`config.mk`:
```
export PLATFORM = sky130hd
export DESIGN_NAME = da_dct_sequencer
export DESIGN_NICKNAME = d
export VERILOG_FILES = /design/src/rtl/dct_pkg.sv /design/src/rtl/da_slice_shifter.sv /design/src/rtl/da_dct_sequencer.sv
export SDC_FILE = /design/constraint.sdc
export NUM_CORES = 1
export LEC_CHECK = 0
export CAP_MARGIN = 5
export CELL_PAD_IN_SITES_DETAIL_PLACEMENT = 0
export CELL_PAD_IN_SITES_GLOBAL_PLACEMENT = 2
export CORE_MARGIN = 4
export CORE_UTILIZATION = 30
export DETAILED_ROUTE_END_ITERATION = 12
export PLACE_DENSITY_LB_ADDON = 0.1
export SLEW_MARGIN = 10
export SYNTH_ARGS = -nofsm -noshare
export SYNTH_HDL_FRONTEND = slang
export SYNTH_SLANG_ARGS = --single-unit
```
`constraint.sdc`:
```
create_clock -name clk -period 4.25 [get_ports clk]
set_input_delay 0.85 -clock clk [delete_from_list [all_inputs] [get_ports clk]]
set_output_delay 0.85 -clock clk [all_outputs]
set_load 0.05 [all_outputs]
```
`src/rtl/dct_pkg.sv`:
```
// Shared widths, state encoding and scheduling constants for the DA DCT path.
package dct_pkg;

    localparam int DCT_DATA_W = 12;
    localparam int DCT_ROM_W  = 17;
    localparam int DCT_ACC_W  = DCT_ROM_W + DCT_DATA_W;
    localparam int DCT_ROWS   = 8;

    typedef enum logic [1:0] {
        IDLE = 2'd0,
        RUN  = 2'd1,
        DONE = 2'd2
    } dct_state_e;

endpackage

```
`src/rtl/da_slice_shifter.sv`:
```
// Four-lane arithmetic right shifter; bit 0 of each lane is the current DA slice.
module da_slice_shifter #(
    parameter int DATA_W = 12
) (
    input  logic              clk,
    input  logic              rst_n,
    input  logic              i_load,
    input  logic              i_shift,
    input  logic [DATA_W-1:0] i_x0,
    input  logic [DATA_W-1:0] i_x1,
    input  logic [DATA_W-1:0] i_x2,
    input  logic [DATA_W-1:0] i_x3,
    output logic [3:0]        o_slice
);

    logic [DATA_W-1:0] r_lane [4];

    always_ff @(posedge clk or negedge rst_n) begin
        if (!rst_n) begin
            for (int i = 0; i < 4; i++) r_lane[i] <= '0;
        end else if (i_load) begin
            r_lane[0] <= i_x0;
            r_lane[1] <= i_x1;
            r_lane[2] <= i_x2;
            r_lane[3] <= i_x3;
        end else if (i_shift) begin
            for (int i = 0; i < 4; i++)
                r_lane[i] <= {r_lane[i][DATA_W-1], r_lane[i][DATA_W-1:1]};
        end
    end

    assign o_slice = {r_lane[0][0], r_lane[1][0], r_lane[2][0], r_lane[3][0]};

endmodule

```
`src/rtl/da_dct_sequencer.sv`:
```
// Bit-serial DA sequencer: walks four samples LSB-first and accumulates ROM partial sums.
//  state | meaning
//  IDLE  | ready for a sample set, ROM deselected
//  RUN   | one bit-slice per cycle on the ROM, accumulating
//  DONE  | coefficient valid, waiting for out_ready
module da_dct_sequencer
    import dct_pkg::*;
#(
    parameter int DATA_W = DCT_DATA_W,
    parameter int ROM_W  = DCT_ROM_W,
    parameter int ACC_W  = ROM_W + DATA_W
) (
    input  logic                    clk,
    input  logic                    rst_n,
    input  logic                    in_valid,
    output logic                    in_ready,
    input  logic [DATA_W-1:0]       x0,
    input  logic [DATA_W-1:0]       x1,
    input  logic [DATA_W-1:0]       x2,
    input  logic [DATA_W-1:0]       x3,
    output logic                    rom_cs,
    output logic [2:0]              rom_addr,
    output logic                    rom_bank,
    input  logic signed [ROM_W-1:0] rom_data,
    output logic                    out_valid,
    input  logic                    out_ready,
    output logic signed [ACC_W-1:0] out_data
);

    localparam logic [1:0] S_IDLE = IDLE;
    localparam logic [1:0] S_RUN  = RUN;
    localparam logic [1:0] S_DONE = DONE;
    localparam int         CNT_W  = $clog2(DATA_W);
    localparam logic [CNT_W-1:0] LAST_BIT = CNT_W'(DATA_W - 1);

    logic [1:0]              r_state;
    logic [CNT_W-1:0]        r_bit_cnt;
    logic signed [ACC_W-1:0] r_acc;

    logic                    w_run;
    logic                    w_accept;
    logic                    w_last;
    logic [3:0]              w_slice;
    logic signed [ACC_W-1:0] w_rom_ext;
    logic signed [ACC_W-1:0] w_term;

    assign w_run     = (r_state == S_RUN);
    assign w_accept  = in_valid && (r_state == S_IDLE);
    assign w_last    = (r_bit_cnt == LAST_BIT);
    assign w_rom_ext = {{(ACC_W-ROM_W){rom_data[ROM_W-1]}}, rom_data};
    assign w_term    = w_rom_ext <<< r_bit_cnt;

    da_slice_shifter #(.DATA_W(DATA_W)) u_shifter (
        .clk     (clk),
        .rst_n   (rst_n),
        .i_load  (w_accept),
        .i_shift (w_run),
        .i_x0    (x0),
        .i_x1    (x1),
        .i_x2    (x2),
        .i_x3    (x3),
        .o_slice (w_slice)
    );

    // The MSB slice carries negative weight in two's complement, hence the subtract.
    always_ff @(posedge clk or negedge rst_n) begin
        if (!rst_n) begin
            r_state   <= S_IDLE;
            r_bit_cnt <= '0;
            r_acc     <= '0;
        end else begin
            case (r_state)
                S_IDLE: begin
                    if (in_valid) begin
                        r_acc     <= '0;
                        r_bit_cnt <= '0;
                        r_state   <= S_RUN;
                    end
                end
                S_RUN: begin
                    r_acc     <= w_last ? (r_acc - w_term) : (r_acc + w_term);
                    r_bit_cnt <= r_bit_cnt + CNT_W'(1);
                    if (w_last) r_state <= S_DONE;
                end
                S_DONE: begin
                    if (out_ready) r_state <= S_IDLE;
                end
                default: r_state <= S_IDLE;
            endcase
        end
    end

    assign in_ready  = (r_state == S_IDLE);
    assign rom_cs    = w_run;
    assign rom_bank  = w_run & w_slice[3];
    assign rom_addr  = w_run ? w_slice[2:0] : 3'b000;
    assign out_valid = (r_state == S_DONE);
    assign out_data  = r_acc;

endmodule

```
==> impl_metrics.yaml <==
synth:
  synth_compound_area_share_pct: 24.19
  async_flop_share_pct: 100.0
  synthTopCellsByArea: "dfrtp_1 (31%), nand2_1 (9.1%), ha_1 (5.6%)"
  synthMuxAreaShare_pct: 10.08
  synthXorXnorAreaFrac_pct: 5.649
  avgSynthCellArea_um2: 8.602
  synth_adder_area_share_pct: 5.931
  yosys.area.top_type: "dfrtp_1"
  netlist_area_mm2: 0.006666
  ys_seq_area_share_pct: 31.16
  synth.distinct_cells: 75
  ys_ff_latch: 83
  synth.yosys.warnings: 0
  synth_top_family_by_area: "compound AO/OA/AOI/OAI gates"
  synthCells: 775
  synth_top_area_share_pct: 31.16
  synth_ff_type: "dfrtp_1"
  syn-num-nets: 875
  synth_edf_count: 0
  synthSimpleGateAreaFrac_pct: 18.52
sta:
  relSlewSlack_pct: 52.20
  setup_viol: 9
  clock_skew_ns: 0.009936
  hold_ws_ns: 0.4694
  hold_violations: 0
  rsz0062_at_grt: "yes"
  fin_ws_ns: -0.2611
  drv_slew: 0
  worstMarginPinSlew_ns: 0.7169
  max_freq_ghz: 0.2217
  min_period_ns: 4.511
  period_share_pct: 106.1
floorplanning:
  fp.dieH_um: 157.1
  coreArea_mm2: 0.02182
  rows: 54
  die_x_um: 157.1
  die-area_mm2: 0.02467
  initial_utilization_pct: 30.55
  num_io_pins: 105
layout:
  n_fill_cell: 2112
  diodes: 0
  postLayoutCellArea_mm2: 0.01045
  syn_to_final_growth_pct: 56.79
  nNetsFinal: 1168
  final_cell_mix: "buf_4 (215), nand2_1 (156), clkdlybuf4s50_1 (87), dfrtp_1 (82), a22oi_1 (45)"
  instances_no_fill: 1353
  drive_gt1_share_pct: 35.69
  final_common_cell: "buf_4"
worst_setup_path:
  required_ns: 4.45
  cp-start-kind: "register"
  slowest_delay_ns: 0.50
  crit_buf_inv: 6
  cp_cell_sequence: "buf_8 -> buf_4 -> mux2_4 -> mux2i_4 -> a41o_1 -> nand4_1 -> o31a_1 -> a211oi_2 -> xnor2_1 -> ha_1 -> buf_6 -> buf_6 -> o211ai_1 -> nor2_2 -> a21boi_4 -> o31ai_4 -> buf_4 -> buf_6 -> nand2_4 -> nand2b_4 -> a21oi_2 -> xor2_1 -> o22ai_1"
  crit_fanout: 8
  arrival_ns: 4.71
  timing.rr.start: "r_bit_cnt[0]"
  cpMaxStageDelayCell: "dfrtp_4"
  crit_path_end_kind: "register"
  r2r_cells: 23
  r2r_end: "out_data[24]"
  setup.worst_path.class: "reg2reg"
  rrSetupSlack_ns: -0.26
  crit_family: "compound AO/OA/AOI/OAI gates"
  cp_common_cell: "buf_6"
clock_tree:
  cts_max_level: 3
  insertion_delay_ns: 0.35
  clock-root-buffer: "clkbuf_16"
  clk_path_buf_depth: 2
  clock-sinks: 83
  cts_hold_buf: 0
  clkTransAtPathRegs_ns: 0.07
  cts_made_buffers: 9
  cts_tree: "yes"
routing:
  ant_nets: 0
  drt_iter0_drc: 292
  drc: 0
  dr.pass1.iters: 4
  met3WireLength_um: 826
  vias: 7029
  route.final.wire_length_um: 23290
  avgRoutedWirePerCell_um: 17.21
  wl_met2_um: 11740
  topRoutingLayerUsed: "met4"
  viasPerCell: 5.195
  m1WireLength_um: 10240
flow_run:
  cap_viol_max_count: 0
outcome:
  status: "finished, violations left"
  violations: "negative setup slack"
placed_design:
  dpl-instance-area_mm2: 0.009447
  dpl.hpwl_um: 17180
  gp_congestion: 0.9035
  port-buffer-count: 104
  placedCellCount: 1308
worst_hold_path:
  worstHoldStart: "u_shifter.o_slice[2]"
  whs_path_depth: 2
  hp-class: "reg2reg"
  min_to: "u_shifter.o_slice[2]"
grt:
  grt_pass1_vias: 7161
  grt-ovfl-total: 0
  grt_pass1_wl_um: 36660
  grt_max_degree: 46
  grt.total_usage_pct: 18.46
  antenna_found_initial: 0
worst max path at each step:
stage	start	end	slack [ns]	depth (start not counted)
6_report	r_bit_cnt[0]	out_data[24]	-0.26	23
5_1_grt	r_bit_cnt[0]	out_data[26]	-0.48	21
4_1_cts	r_bit_cnt[0]	out_data[25]	-0.24	19
3_5_place_dp	rom_data[2]	out_data[27]	-1.17	18
3_3_place_gp	rom_data[0]	out_data[27]	-1.13	18
2_1_floorplan	rom_data[0]	out_data[27]	-0.27	17
layout make-up:
cell class	count	area, um2	share of cell area (%)
multi-input combinational	627	4842	46.33
inverter	16	60.06	0.5746
clock buffer	10	229.0	2.191
timing repair buffer	331	2794	26.73
sequential	83	2081	19.91
clock inverter	6	96.34	0.9217
tap	280	350.3	3.352
stage by stage:
step	setup TNS (ns)	util (%)	worst slack [ns]
3_5_place_dp	-15.56	43.29	-1.173
2_1_floorplan	-0.6219	-	-0.2660
3_3_place_gp	-13.98	43.29	-1.135
4_1_cts	-1.646	46.47	-0.2383
6_report	-1.843	47.90	-0.2611
5_1_grt	-4.255	47.90	-0.4819
per-layer routing:
layer	track usage [%]	up-vias
met5	0	-
met3	3.547	32
met4	5.162	0
met2	32.20	128
met1	23.39	3455
li1	-	3414
sequential cells by signal (all words and copies together) (netlist names):
name               cells
r_state                2
u_shifter.o_slice      4
out_data              29
r_bit_cnt              4
u_shifter.r_lane      44
cell families after synthesis:
kind of cell	after synthesis
adder cells (fa/ha/maj)	31
AO/OA/AOI/OAI	235
flip-flops	83
XOR/XNOR	43
buffers and inverters	65
AND/OR/NAND/NOR	273
multiplexers	45
cells in the mapped netlist, drive strengths merged, types with 15 or more instances:
master / count
nand2: 161
dfrtp: 83
a22oi: 45
a21oi: 43
o21ai: 39
nor2: 33
clkbuf: 32
ha: 30
xnor2: 24
a21o: 23
o22ai: 20
xor2: 19
buf: 17
mux2i: 17
inv: 15
worst reg2reg max path: cells and delay by family (launching register included):
kind	cells	cell delay (ns)
compound gates	8	1.46
xor+xnor	2	0.27
fa+ha+maj	1	0.36
buf+inv	6	0.79
flops	1	0.50
mux	2	0.49
simple gates	4	0.50
what timing repair did:
action	in CTS	in global routing
setup buffers	18	12
cloned	0	0
resized for setup	96	51
hold endpoints to repair	0	0
endpoints found under the setup margin	17	13
pin swaps	44	54
Power is not shown: default switching activity piles up to over one toggle a cycle in this logic, so the estimate is an artifact.
